File: config.mk
export PLATFORM = sky130hd
export DESIGN_NAME = uart_rx_fifo
export DESIGN_NICKNAME = d
export VERILOG_FILES = /design/src/rtl/uart_pkg.sv /design/src/rtl/sync_fifo.sv /design/src/rtl/uart_rx_fifo.sv
export SDC_FILE = /design/constraint.sdc
export NUM_CORES = 1
export LEC_CHECK = 0
export BUFFER_PORTS_ARGS = -buffer_cell sky130_fd_sc_hd__buf_2
export CAP_MARGIN = 5
export CORE_MARGIN = 2
export CORE_UTILIZATION = 54
export DETAILED_ROUTE_END_ITERATION = 10
export PLACE_DENSITY = 0.74
export SLEW_MARGIN = 20
export SYNTH_ARGS = -nofsm -noshare
export SYNTH_HDL_FRONTEND = slang
export SYNTH_SLANG_ARGS = --single-unit
File: constraint.sdc
create_clock -name clk_i -period 2.3 [get_ports clk_i]
set_input_delay 0.115 -clock clk_i [delete_from_list [all_inputs] [get_ports clk_i]]
set_output_delay 0.115 -clock clk_i [all_outputs]
set_load 0.03 [all_outputs]
File: src/rtl/uart_pkg.sv
// Shared types and constants for the UART receive path.
package uart_pkg;

   localparam int UartDataBits = 8;

   typedef enum logic [2:0] {
      IDLE,
      START,
      DATA,
      STOP,
      BREAK
   } uart_rx_state_e;

endpackage

File: src/rtl/sync_fifo.sv
// First-word-fall-through FIFO. The head word sits in its own register, so
// rdata is a flop output and does not change while the FIFO stays non-empty
// without a pop. Full and empty are derived from the occupancy counter, which
// lets the pointers wrap naturally.
module sync_fifo #(
   parameter int Width = 8,
   parameter int Depth = 8,
   localparam int PtrW = $clog2(Depth),
   localparam int LvlW = $clog2(Depth + 1)
) (
   input  logic             clk_i,
   input  logic             rst_ni,
   input  logic             push,
   input  logic [Width-1:0] wdata,
   input  logic             pop,
   output logic [Width-1:0] rdata,
   output logic             full,
   output logic             empty,
   output logic [LvlW-1:0]  level
);

   logic [Width-1:0] mem_q [Depth];
   logic [PtrW-1:0]  wr_ptr_q, wr_ptr_d;
   logic [PtrW-1:0]  rd_ptr_q, rd_ptr_d;
   logic [PtrW-1:0]  rd_next;
   logic [LvlW-1:0]  level_q, level_d;
   logic [Width-1:0] head_q, head_d;
   logic             do_push;
   logic             do_pop;

   assign full  = (level_q == LvlW'(Depth));
   assign empty = (level_q == '0);
   assign level = level_q;
   assign rdata = head_q;

   // A pop needs data present; a push into a full FIFO only lands when the same
   // cycle frees a slot, otherwise the word is dropped.
   assign do_pop  = pop & ~empty;
   assign do_push = push & (~full | do_pop);
   assign rd_next = rd_ptr_q + PtrW'(1);

   // Next pointers, occupancy and head word. When popping, the new head is the
   // next stored word, or the incoming word if the FIFO would otherwise drain.
   always_comb begin
      wr_ptr_d = wr_ptr_q;
      rd_ptr_d = rd_ptr_q;
      level_d  = level_q;
      head_d   = head_q;
      if (do_push) begin
         wr_ptr_d = wr_ptr_q + PtrW'(1);
      end
      if (do_pop) begin
         rd_ptr_d = rd_next;
      end
      if (do_push && !do_pop) begin
         level_d = level_q + LvlW'(1);
      end else if (!do_push && do_pop) begin
         level_d = level_q - LvlW'(1);
      end
      if (do_pop) begin
         if (level_q > LvlW'(1)) begin
            head_d = mem_q[rd_next];
         end else if (do_push) begin
            head_d = wdata;
         end
      end else if (do_push && empty) begin
         head_d = wdata;
      end
   end

   // Storage array; contents are only meaningful between the pointers, so it
   // carries no reset.
   always_ff @(posedge clk_i) begin
      if (do_push) begin
         mem_q[wr_ptr_q] <= wdata;
      end
   end

   // Pointer, level and head registers with synchronous reset to empty.
   always_ff @(posedge clk_i) begin
      if (!rst_ni) begin
         wr_ptr_q <= '0;
         rd_ptr_q <= '0;
         level_q  <= '0;
         head_q   <= '0;
      end else begin
         wr_ptr_q <= wr_ptr_d;
         rd_ptr_q <= rd_ptr_d;
         level_q  <= level_d;
         head_q   <= head_d;
      end
   end

endmodule

File: src/rtl/uart_rx_fifo.sv
// 8N1 UART receiver: two-flop line synchroniser, mid-bit sampling FSM with
// stop-bit check and line-break handling, feeding a small FWFT byte FIFO.
module uart_rx_fifo
   import uart_pkg::*;
#(
   parameter int ClockFrequency = 125_000_000,
   parameter int BaudRate       = 15_625_000,
   parameter int ClksPerBit     = ClockFrequency / BaudRate,
   parameter int Depth          = 8
) (
   input  logic                         clk_i,
   input  logic                         rst_ni,
   input  logic                         rx_i,
   output logic [UartDataBits-1:0]      rx_data_o,
   output logic                         rx_valid_o,
   input  logic                         rx_ready_i,
   output logic                         frame_err_o,
   output logic                         overflow_o,
   output logic [$clog2(Depth+1)-1:0]   fifo_level_o
);

   localparam int CntW = $clog2(ClksPerBit);
   localparam int BitW = $clog2(UartDataBits);
   localparam logic [CntW-1:0] HalfBitLast = CntW'(ClksPerBit / 2 - 1);
   localparam logic [CntW-1:0] FullBitLast = CntW'(ClksPerBit - 1);
   localparam logic [BitW-1:0] LastBit     = BitW'(UartDataBits - 1);

   if (ClksPerBit < 4 || (ClksPerBit % 2) != 0) begin : g_bad_clks_per_bit
      $error("uart_rx_fifo: ClksPerBit must be even and at least 4");
   end
   if (Depth < 2 || (Depth & (Depth - 1)) != 0) begin : g_bad_depth
      $error("uart_rx_fifo: Depth must be a power of two and at least 2");
   end

   logic                    sync1_q, sync2_q;
   logic                    rxs;
   uart_rx_state_e          state_q, state_d;
   logic [CntW-1:0]         clkcnt_q, clkcnt_d;
   logic [BitW-1:0]         bitcnt_q, bitcnt_d;
   logic [UartDataBits-1:0] data_q, data_d;
   logic                    push_q, push_d;
   logic                    frame_err_q, frame_err_d;
   logic                    overflow_q, overflow_d;
   logic                    fifo_full;
   logic                    fifo_empty;
   logic                    fifo_pop;

   assign rxs = sync2_q;

   // Two-flop synchroniser on the asynchronous line; idles high out of reset
   // so a reset never looks like a start bit.
   always_ff @(posedge clk_i) begin
      if (!rst_ni) begin
         sync1_q <= 1'b1;
         sync2_q <= 1'b1;
      end else begin
         sync1_q <= rx_i;
         sync2_q <= sync1_q;
      end
   end

   // Receive FSM next-state: the start bit is confirmed at its middle, so every
   // later full-bit wait lands mid-bit. A low stop bit means a break or framing
   // fault; the FSM then waits for the line to return high before re-arming.
   always_comb begin
      state_d     = state_q;
      clkcnt_d    = clkcnt_q + CntW'(1);
      bitcnt_d    = bitcnt_q;
      data_d      = data_q;
      push_d      = 1'b0;
      frame_err_d = 1'b0;
      unique case (state_q)
         IDLE: begin
            clkcnt_d = '0;
            if (!rxs) begin
               state_d = START;
            end
         end
         START: begin
            if (clkcnt_q == HalfBitLast) begin
               clkcnt_d = '0;
               bitcnt_d = '0;
               state_d  = rxs ? IDLE : DATA;
            end
         end
         DATA: begin
            if (clkcnt_q == FullBitLast) begin
               clkcnt_d         = '0;
               data_d[bitcnt_q] = rxs;
               if (bitcnt_q == LastBit) begin
                  state_d = STOP;
               end else begin
                  bitcnt_d = bitcnt_q + BitW'(1);
               end
            end
         end
         STOP: begin
            if (clkcnt_q == FullBitLast) begin
               clkcnt_d = '0;
               if (rxs) begin
                  push_d  = 1'b1;
                  state_d = IDLE;
               end else begin
                  frame_err_d = 1'b1;
                  state_d     = BREAK;
               end
            end
         end
         BREAK: begin
            clkcnt_d = '0;
            if (rxs) begin
               state_d = IDLE;
            end
         end
         default: begin
            clkcnt_d = '0;
            state_d  = IDLE;
         end
      endcase
   end

   // A byte is dropped only when a push meets a full FIFO that is not being
   // popped in the same cycle.
   always_comb begin
      overflow_d = push_q & fifo_full & ~fifo_pop;
   end

   // FSM state and registered pulse outputs; reset aborts any frame in flight
   // without producing a push or an error.
   always_ff @(posedge clk_i) begin
      if (!rst_ni) begin
         state_q     <= IDLE;
         clkcnt_q    <= '0;
         bitcnt_q    <= '0;
         data_q      <= '0;
         push_q      <= 1'b0;
         frame_err_q <= 1'b0;
         overflow_q  <= 1'b0;
      end else begin
         state_q     <= state_d;
         clkcnt_q    <= clkcnt_d;
         bitcnt_q    <= bitcnt_d;
         data_q      <= data_d;
         push_q      <= push_d;
         frame_err_q <= frame_err_d;
         overflow_q  <= overflow_d;
      end
   end

   assign fifo_pop    = rx_ready_i & ~fifo_empty;
   assign rx_valid_o  = ~fifo_empty;
   assign frame_err_o = frame_err_q;
   assign overflow_o  = overflow_q;

   sync_fifo #(
      .Width(UartDataBits),
      .Depth(Depth)
   ) u_fifo (
      .clk_i (clk_i),
      .rst_ni(rst_ni),
      .push  (push_q),
      .wdata (data_q),
      .pop   (fifo_pop),
      .rdata (rx_data_o),
      .full  (fifo_full),
      .empty (fifo_empty),
      .level (fifo_level_o)
   );

endmodule
==> results of run 1 <==
[timing repair]
action / CTS / global route
setup endpoints to repair: 0 / 2
hold buffers: 1 / 0
gates resized for setup: 0 / 3
hold endpoints to repair: 1 / 0
[metrics by stage]
| step | hold WS (ps) | instance area [µm²] | std cells |
|---|---|---|---|
| 5_1_grt | 118.1 | 4940 | 470 |
| 3_5_place_dp | 304.7 | 4716 | 453 |
| 2_1_floorplan | 188.0 | 4471 | 335 |
| 4_1_cts | 80.89 | 4927 | 470 |
| 3_3_place_gp | 301.5 | 4716 | 453 |
| 6_report | 93.38 | 4940 | 470 |
[final cells by class]
class,instances,area share [%]
inverters,8,0.6079
repair buffers,32,4.255
multi-input cells,205,33.13
clock inverters,7,1.570
flip-flops and latches,104,55.27
clock buffers,9,2.508
well taps,105,2.660
[synth_stat cells (2+ instances only)]
cell type  count
or2_1          2
a21oi_1        6
dfxtp_1       40
nor4b_2        2
nor2_1        11
inv_1          6
a22oi_1        2
nand4_1        2
o22ai_1        9
nand4b_1       2
nand4bb_1      2
o211ai_1       8
ha_1          12
edfxtp_1      64
nand3_1       13
nor2b_1       11
nand2b_1       8
clkbuf_1       7
xnor2_1        6
xor2_1         2
a32oi_1        8
a21boi_0       2
nand2_1       12
mux2i_1       17
nor3_1         9
nor3b_1        2
inv_2          2
mux2_2        25
and2_1         7
buf_2          8
o21ai_1        8
o21ai_0        2
[worst max-delay path, delay by kind of cell, from the launching register on]
family | cells | cell delay [ps]
AND/OR/NAND/NOR | 3 | 790
buffers and inverters | 2 | 160
AO/OA/AOI/OAI | 1 | 210
flip-flops | 1 | 370
adder cells (fa/ha/maj) | 2 | 560
[state kept, by name (all words and copies together), names as in the netlist]
name and count:
push_q 1, overflow_o 1, sync1_q 1, state_q 3, u_fifo.mem_q 64, u_fifo.rdata 8
frame_err_o 1, clkcnt_q 3, data_q 8, u_fifo.rd_ptr_q 3, u_fifo.level 4, bitcnt_q 3
u_fifo.wr_ptr_q 3, rxs 1
[worst max path at each step]
stage	endpoint	from
2_1_floorplan	u_fifo.level[3]$_SDFFE_PN0P_	u_fifo.level[0]$_SDFFE_PN0P_
3_3_place_gp	u_fifo.level[3]$_SDFFE_PN0P_	u_fifo.level[0]$_SDFFE_PN0P_
3_5_place_dp	u_fifo.level[2]$_SDFFE_PN0P_	u_fifo.level[1]$_SDFFE_PN0P_
4_1_cts	u_fifo.level[2]$_SDFFE_PN0P_	u_fifo.level[1]$_SDFFE_PN0P_
5_1_grt	u_fifo.level[3]$_SDFFE_PN0P_	u_fifo.level[1]$_SDFFE_PN0P_
6_report	u_fifo.level[2]$_SDFFE_PN0P_	u_fifo.level[1]$_SDFFE_PN0P_
[power breakdown]
| group | switching (mW) | leakage, nW | internal, mW |
|---|---|---|---|
| sequential | 0.0845 | 0.918 | 2.05 |
| clock | 0.612 | 0.101 | 0.515 |
| combinational | 0.791 | 0.702 | 0.612 |
| total | 1.49 | 1.72 | 3.18 |
[metal layers]
| layer | GRT usage (%) | vias to the layer above | wire [µm] | part of all wire [%] |
|---|---|---|---|---|
| li1 | - | 1311 | - | - |
| met4 | 6.884 | 0 | 103 | 1.3 |
| met2 | 32.03 | 40 | 3842 | 50 |
| met5 | 0 | - | 0 | 0 |
| met1 | 23.34 | 1267 | 3489 | 45 |
| met3 | 2.713 | 11 | 237 | 3.1 |
[logic make-up (layout without fill, tap and decap cells)]
family | after synthesis | count (layout) | synth area share (%)
AO/OA/AOI/OAI | 49 | 49 | 7.826
XOR/XNOR | 8 | 8 | 1.571
adder cells (fa/ha/maj) | 12 | 12 | 3.366
buffers and inverters | 26 | 56 | 2.609
flip-flops | 104 | 104 | 61.04
multiplexers | 43 | 43 | 10.63
AND/OR/NAND/NOR | 93 | 93 | 12.96
==> impl_results.md, run 1 <==
* Fin util at between 60% and 70%
* Pwr dens at around 940 nW/µm²
* Distinct cells, synth at 50
* Post-CTS setup buffers at 0
* Slew Viols, Final at 0
* Unrepaired setup endpoints after global routing: true
* I/O pin count at 19
* Ys flop type: edfxtp_1
* Minimum clock period after layout at 2152 ps
* Synth warn at 0
* Worst r2r dst: u_fifo.level[2]$_SDFFE_PN0P_
* Clk buf depth at 2
* Worst vdd ir at approximately 0.42 mV
* Syn-to-layout area delta at 10.74%
* Clock Latency Late Sink at 360 ps
* H-Tree Depth at 3
* Row count at 33
* Post-Route Setup TNS at 0 ps
* Critical path, cell by cell: inv_1 -> ha_2 -> nor3b_4 -> inv_2 -> nand2_1 -> ha_2 -> or3_1 -> a21boi_0
* Max-cap check violation count at 0
* R2r setup slk at ~150 ps
* Die H at about 95 µm
* # diodes at 0
* Drt via density at 5.594
* Seq. cell area at 2730 µm²
* WHS Path Cells at 3
* Port bufs at 18
* Initial Utilization at between 50 and 60%
* Final #Nets at 376
* Crit Path Category: reg2reg
* Share of cells above drive strength 1 at 23.84%
* Mean area per synthesized cell at 13.32 µm²
* Fmax achieved at 0.4648 GHz
* Status: finished clean
* Arrival @ worst endpoint at roughly 2400 ps
* Largest net degree at the start of global routing at 34
* Drt wl/cell at approximately 16 µm
* Clock sink count at 104
* Place WS at 45.46 ps
* Post-synth EDFFs at 64
* Final setup vio count at 0
* Post-synthesis register bit count at 104
* Gr ovfl total at 0
* Reg2reg start: u_fifo.level[1]$_SDFFE_PN0P_
* Ys async rst share at 0%
* Cells after Synth at 335
* Hold WC Path Type: in2reg
* Vias in the first global route at 2568
* HPWL Detailed at ~5300 µm
* Startpoint types: flip-flop
* Most common cell on crit path: ha_2
* Register area share after synthesis at 61.04%
* Synth area leader: edfxtp_1
* Total power at 4.664 mW
* FF-to-FF path depth at 8
* GRT Total Usage at 18.43%
* Reg clk slew, reported paths at roughly 100 ps
* Cell area after synthesis at approximately 4500 µm²
* Slowest CP cell: dfxtp_4
* First-pass GRT wire length at 12510 µm
* Clk_skew at 13.15 ps
* CTS Buf Count at 9
* Worst EP required at 2580 ps
* Max_slew headroom at 55.16%
* Initial antenna violation count at 0
* Commonest non-fill, non-tap cell in the layout: edfxtp_1
* Fin crit share at 93.55%
* Die area at 9003 µm²
* Worst-Margin Slew at around 670 ps
* Top post-synthesis cells by area: edfxtp_1 (43%), dfxtp_1 (18%), mux2_2 (6.3%)
* Area of the multi-input gates at 1637 µm²
* Vias after detailed routing at 2629
* Leak at 1.721 nW
* Drt total wl at 7672 µm
* Slowest stage delay, CP at 370 ps
* Critical path endpoint category: flip-flop
* Detail Route Antenna Nets at 0
* DRT Pass-1 Iters at 4
* Fin. Hold Viols at 0
* Worst Hold End: u_fifo.rd_ptr_q[1]$_SDFFE_PN0P_
* HP Start: rx_ready_i
* Root buffer cell: clkbuf_8
* Core ar. at 8093 µm²
* Fillers at 675
* Commonest cells after routing, fill and taps aside: edfxtp_1 (64), dfxtp_1 (38), mux2_2 (25)
* DR DRC count at 0
* Placer Congestion at 0.7834
* CTS tree: done
* Die width at 94.89 µm
* Worst-path fanout max at 6
* Share of Yosys cell area claimed by the top area cell type at 43.09%
* Post-synth net total at 351
* 1st-iter DRT viols at 92
* Fin worst setup slack at 148.5 ps
Power figures use the tool's default switching activity.
==> inputs of run 2 (changes only) <==
SYNTH_HIERARCHICAL = 1   (was not set)
==> impl_results.md, run 2 <==
* Status: finished clean (unchanged)
* Total power at 2.991 mW (was 4.664 mW)
* Initial Utilization at 55.19% (was 55.12%)
* Commonest cells after routing, fill and taps aside: edfxtp_1 (64), dfxtp_1 (38), mux2_2 (25) (unchanged)
* Slew Viols, Final at 0 (unchanged)
* Final setup vio count at 0 (unchanged)
* Fin. Hold Viols at 0 (unchanged)
* # diodes at 0 (unchanged)
* Slowest stage delay, CP at 410 ps (was 370 ps)
* DP Area at 4865 µm² (was 4716 µm²)
* I/O pin count at 19 (unchanged)
* Fin util at 62.04% (was 61.04%)
* Ys async rst share at 0% (unchanged)
* Hold WC Path Type: in2reg (unchanged)
* Drt total wl at 8808 µm (was 7672 µm)
* HPWL Detailed at 6039 µm (was 5270 µm)
* Gr ovfl total at 0 (unchanged)
* Cell area after synthesis at 4512 µm² (was 4461 µm²)
* Root buffer cell: clkbuf_8 (unchanged)
* Fin worst setup slack at 29.96 ps (was 148.5 ps)
* CTS tree: done (unchanged)
* Fin crit share at 98.70% (was 93.55%)
* Die H at 95.41 µm (was 94.89 µm)
* Initial antenna violation count at 0 (unchanged)
* Pwr dens at 589.6 nW/µm² (was 944.2 nW/µm²)
* Mean area per synthesized cell at 13.23 µm² (was 13.32 µm²)
* Core ar. at 8175 µm² (was 8093 µm²)
* Largest reg by FF count: u_fifo/mem_q (was u_fifo.mem_q)
* First-pass GRT wire length at 14390 µm (was 12510 µm)
* Ys flop type: edfxtp_1 (unchanged)
* Post-synth EDFFs at 64 (unchanged)
* Arrival @ worst endpoint at 2570 ps (was 2430 ps)
* Design Area, Final at 5072 µm² (was 4940 µm²)
* Worst-path fanout max at 4 (was 6)
* Top post-synthesis cells by area: edfxtp_1 (43%), dfxtp_1 (18%), mux2_2 (6.2%) (was edfxtp_1 (43%), dfxtp_1 (18%), mux2_2 (6.3%))
* DR DRC count at 0 (unchanged)
* Max-cap check violation count at 0 (unchanged)
* DRT Pass-1 Iters at 4 (unchanged)
* Hold slack final at 174.7 ps (was 93.38 ps)
* Share of Yosys cell area claimed by the top area cell type at 42.60% (was 43.09%)
* Minimum clock period after layout at 2270 ps (was 2152 ps)
* Fillers at 654 (was 675)
* Port bufs at 18 (unchanged)
* Cells after Synth at 341 (was 335)
* Share of cells above drive strength 1 at 27.78% (was 23.84%)
* Row count at 33 (unchanged)
* Detail Route Antenna Nets at 0 (unchanged)
* Clk_skew at 9.727 ps (was 13.15 ps)
* Clock sink count at 104 (unchanged)
* Leak at 1.889 nW (was 1.721 nW)
* Synth area leader: edfxtp_1 (unchanged)
* Register area share after synthesis at 60.34% (was 61.04%)
* Syn-to-layout area delta at 12.42% (was 10.74%)
* Vias in the first global route at 2847 (was 2568)
* Most common cell on crit path: ha_4 (was ha_2)
* Clk buf depth at 2 (unchanged)
* Layout Cells excl Fill at 483 (was 470)
* Placed Cells at 466 (was 453)
* Post-synthesis register bit count at 104 (unchanged)
* Place WS at -50.31 ps (was 45.46 ps)
* Max_slew headroom at 56.25% (was 55.16%)
* Slowest CP cell: or4_4 (was dfxtp_4)
* Placer Congestion at 0.7768 (was 0.7834)
* Post-CTS setup buffers at 0 (unchanged)
* Critical path, cell by cell: inv_4 -> ha_4 -> or3b_4 -> clkinv_4 -> nor2b_4 -> o21a_4 -> ha_4 -> or4_4 -> a21oi_2 -> xor2_1 -> and2_1 (was inv_1 -> ha_2 -> nor3b_4 -> inv_2 -> nand2_1 -> ha_2 -> or3_1 -> a21boi_0)
* Drt wl/cell at 18.24 µm (was 16.32 µm)
* Worst-Margin Slew at 652.6 ps (was 669.0 ps)
* Drt via density at 5.720 (was 5.594)
* CTS Buf Count at 9 (unchanged)
* Commonest non-fill, non-tap cell in the layout: edfxtp_1 (unchanged)
* 1st-iter DRT viols at 138 (was 92)
* H-Tree Depth at 3 (unchanged)
* Final #Nets at 390 (was 376)
* Post-synth top cells: edfxtp_1 (64), dfxtp_1 (40), mux2_2 (25) (unchanged)
* Die area at 9102 µm² (was 9003 µm²)
* Post-Route Setup TNS at 0 ps (unchanged)
* Synth warn at 6 (was 0)
* Worst EP required at 2600 ps (was 2580 ps)
* Reg clk slew, reported paths at 100 ps (about the same)
* Vias after detailed routing at 2763 (was 2629)
* Distinct cells, synth at 55 (was 50)
* Fmax achieved at 0.4405 GHz (was 0.4648 GHz)
* Crit Path Category: reg2reg (unchanged)
* Unrepaired setup endpoints after global routing: true (unchanged)
* Max reg flops at 64 (unchanged)
* Critical path endpoint category: flip-flop (unchanged)
* Worst vdd ir at 0.2665 mV (was 0.4234 mV)
* Post-synth net total at 358 (was 351)
* Startpoint types: flip-flop (unchanged)
* Clock Latency Late Sink at 360 ps (about the same)
* Die width at 95.41 µm (was 94.89 µm)
* GRT Total Usage at 21.33% (was 18.43%)
* Most common cell in the netlist: edfxtp_1 (unchanged)
* Largest net degree at the start of global routing at 34 (unchanged)
run 2: cell types whose count changed after synthesis, sizes merged, moves of 2 or more:
cell,before,now
nand2,12,21
nor2b,11,3
nor3,10,3
buf,10,14
nor2,11,15
clkbuf,8,5
a21oi,6,4
a22oi,2,0
nand2b,8,10
o21ai,10,12
run 2: final cells by class:
class / count / area, µm² / share of cell area [%]
well taps: 105 / 131.4 / 2.590
repair buffers: 40 / 270.3 / 5.328
clock buffers: 10 / 127.6 / 2.516
flip-flops and latches: 104 / 2730 / 53.82
inverters: 8 / 40.04 / 0.7893
multi-input cells: 210 / 1727 / 34.04
clock inverters: 6 / 46.29 / 0.9127
run 2: where the power goes:
part	leakage (nW)	switching, mW	internal (mW)
logic	0.806	0.0191	0.0131
clock network	0.0707	0.605	0.395
registers	1.01	0.00450	1.95
run 2: worst paths after layout:
check,to,slack (ps),cells after the start,start
hold / removal,overflow_o$_SDFF_PN0_,170,3,rst_ni
setup / recovery,u_fifo/level[3]$_SDFFE_PN0P_,30,11,u_fifo/level[0]$_SDFFE_PN0P_
hold reg to reg,rxs$_SDFF_PN1_,430,1,sync1_q$_SDFF_PN1_
setup reg to reg,u_fifo/level[3]$_SDFFE_PN0P_,30,11,u_fifo/level[0]$_SDFFE_PN0P_
run 2: metal layers:
metal | global-route usage (%) | up-vias | part of all wire, %
met3 | 3.399 | 12 | 2.7
met1 | 27.23 | 1365 | 45
met4 | 8.810 | 0 | 1.6
met5 | 0 | - | 0
met2 | 36.27 | 42 | 50
li1 | - | 1344 | -
run 2: repair_timing:
item | 4_1_cts | 5_1_grt
endpoints found under the setup margin | 20 | 50
resized for setup | 1 | 7
hold buffers | 1 | 0
pin swaps | 6 | 4
endpoints found under the hold margin | 1 | 0
gates cloned | 0 | 0
run 2: worst max-delay path: cells and delay by family (launching register included):
family                   cells  cell delay (ps)
flip-flops                   1              360
adder cells (fa/ha/maj)      2              280
AND/OR/NAND/NOR              4              960
buffers and inverters        2              120
AO/OA/AOI/OAI                2              350
XOR/XNOR                     1              130
run 2: kinds of logic after synthesis:
kind of cell / share of synthesized area (%)
fa+ha+maj: 3.605
xor+xnor: 1.359
flops: 60.34
mux: 10.82
compound gates: 8.292
buf+inv: 3.050
simple gates: 12.54
==> inputs of run 3 (changes only) <==
REMOVE_ABC_BUFFERS = 1   (was not set)
==> impl_results.md, run 3 (synthesis gave the netlist of run 2 again) <==
* Final #Nets at 391 (was 390)
* Worst-Margin Slew at 743.4 ps (was 652.6 ps)
* Leak at 1.907 nW (was 1.889 nW)
* Layout Cells excl Fill at 483 (unchanged)
* Row count at 33 (unchanged)
* Startpoint types: flip-flop (unchanged)
* Drt via density at 5.712 (was 5.720)
* Syn-to-layout area delta at 11.92% (was 12.42%)
* # diodes at 0 (unchanged)
* Slowest CP cell: or4_4 (unchanged)
* Die width at 95.41 µm (unchanged)
* DR DRC count at 0 (unchanged)
* Detail Route Antenna Nets at 0 (unchanged)
* Drt total wl at 8482 µm (was 8808 µm)
* Hold slack final at 155.1 ps (was 174.7 ps)
* Slowest stage delay, CP at 420 ps (was 410 ps)
* Critical path depth at 11 (unchanged)
* Worst EP required at 2560 ps (was 2600 ps)
* Vias after detailed routing at 2759 (was 2763)
* Max reg flops at 64 (unchanged)
* Max_slew headroom at 50.17% (was 56.25%)
* Final setup vio count at 1 (was 0)
* CTS tree: done (unchanged)
* CTS Buf Count at 9 (unchanged)
* Commonest cells after routing, fill and taps aside: edfxtp_1 (64), dfxtp_1 (38), mux2_2 (25) (unchanged)
* DP Area at 4797 µm² (was 4865 µm²)
* Die H at 95.41 µm (unchanged)
* Clock sink count at 104 (unchanged)
* Largest net degree at the start of global routing at 34 (unchanged)
* Hold WC Path Type: in2reg (unchanged)
* Crit Path Category: reg2reg (unchanged)
* Cell family with most CP delay: simple AND/OR/NAND/NOR gates (unchanged)
* HPWL Detailed at 5767 µm (was 6039 µm)
* Max-cap check violation count at 0 (unchanged)
* Port bufs at 18 (unchanged)
* Fin. Hold Viols at 0 (unchanged)
* Design Area, Final at 5050 µm² (was 5072 µm²)
* FF-to-FF path depth at 11 (unchanged)
* Commonest non-fill, non-tap cell in the layout: edfxtp_1 (unchanged)
* Fmax achieved at 0.4334 GHz (was 0.4405 GHz)
* Arrival @ worst endpoint at 2570 ps (about the same)
* Failing checks: negative setup slack
* Fin crit share at 100.3% (was 98.70%)
* Drt wl/cell at 17.56 µm (was 18.24 µm)
* Initial antenna violation count at 0 (unchanged)
* Minimum clock period after layout at 2307 ps (was 2270 ps)
* Clk buf depth at 2 (unchanged)
* Post-Route Setup TNS at -7.379 ps (was 0 ps)
* First-pass GRT wire length at 14010 µm (was 14390 µm)
* Root buffer cell: clkbuf_8 (unchanged)
* Area of the multi-input gates at 1688 µm² (was 1727 µm²)
* Fillers at 636 (was 654)
* Vias in the first global route at 2810 (was 2847)
* Seq. cell area at 2725 µm² (was 2730 µm²)
* DRT Pass-1 Iters at 4 (unchanged)
* H-Tree Depth at 3 (unchanged)
* Total power at 3.112 mW (was 2.991 mW)
* Critical path endpoint category: flip-flop (unchanged)
* Pwr dens at 616.2 nW/µm² (was 589.6 nW/µm²)
* Worst vdd ir at 0.4696 mV (was 0.2665 mV)
* GRT Total Usage at 20.73% (was 21.33%)
* Initial Utilization at 55.19% (unchanged)
* 1st-iter DRT viols at 163 (was 138)
* Largest reg by FF count: u_fifo/mem_q (unchanged)
* I/O pin count at 19 (unchanged)
* Placed Cells at 466 (unchanged)
* Slew Viols, Final at 0 (unchanged)
* CP Buf/Inv Count at 2 (unchanged)
* Share of cells above drive strength 1 at 26.46% (was 27.78%)
* Fin worst setup slack at -7.379 ps (was 29.96 ps)
* Die area at 9102 µm² (unchanged)
* Clock Latency Late Sink at 360 ps (about the same)
* Placer Congestion at 0.7954 (was 0.7768)
* Gr ovfl total at 0 (unchanged)
* Critical path, cell by cell: inv_2 -> ha_4 -> or3b_4 -> inv_4 -> nor2b_4 -> o21a_1 -> ha_2 -> or4_4 -> a21oi_2 -> xor2_1 -> and2_1 (was inv_4 -> ha_4 -> or3b_4 -> clkinv_4 -> nor2b_4 -> o21a_4 -> ha_4 -> or4_4 -> a21oi_2 -> xor2_1 -> and2_1)
* Reg clk slew, reported paths at 90 ps (was 100 ps)
* Worst-path fanout max at 4 (unchanged)
* WHS Path Cells at 2 (was 3)
* Clk_skew at 13.72 ps (was 9.727 ps)
* Status: finished, violations left (was finished clean)
* Core ar. at 8175 µm² (unchanged)
* Unrepaired setup endpoints after global routing: true (unchanged)
==> run 3: cell types whose count changed in the layout (fill, tap and decap cells not counted), sizes merged <==
cell      change
clkinvlp      -3
buf           +1
bufinv        +1
inv           +1
==> run 3: final cells by class <==
class                           instances  share of cell area (%)
Inverter                                8                  0.6442
Timing Repair Buffer                   41                   5.500
Sequential cell                       104                   53.96
Clock buffer                           10                   2.725
Multi-Input combinational cell        210                   33.42
Clock inverter                          5                   1.140
Tap cell                              105                   2.602
==> run 3: where the power goes <==
part | internal (mW) | switching (mW)
combinational | 0.0131 | 0.0180
clock | 0.525 | 0.595
sequential | 1.96 | 0.00423
==> run 3: routing by layer <==
metal,part of all wire [%],vias up,wire [µm],global-route usage [%]
li1,-,1346,-,-
met1,43,1350,3666,25.70
met2,51,61,4332,36.03
met3,5.3,2,449,5.296
met4,0.40,0,34,5.714
met5,0,-,0,0
==> run 3: worst paths after layout <==
path	start	to	slack [ps]
worst min register to register	sync1_q$_SDFF_PN1_	rxs$_SDFF_PN1_	420
worst min-delay path	rst_ni	sync1_q$_SDFF_PN1_	160
worst max register to register	u_fifo/level[1]$_SDFFE_PN0P_	u_fifo/level[3]$_SDFFE_PN0P_	-7
worst max-delay path	u_fifo/level[1]$_SDFFE_PN0P_	u_fifo/level[3]$_SDFFE_PN0P_	-7
==> run 3: per-stage QoR <==
stage	util (%)	setup WS [ps]
after floorplan	-	-772.4
after global placement	58.68	-61.96
after detailed placement	58.68	-99.39
after CTS	61.39	-36.32
after global routing	61.77	-92.99
final	61.77	-7.379
==> run 3: repair_timing <==
item / 4_1_cts / 5_1_grt
buffers inserted: 0 / 1
endpoints found under the hold margin: 1 / 0
endpoints found under the setup margin: 33 / 58
hold buffers: 1 / 0
gates resized for setup: 6 / 9
pin swaps: 3 / 4
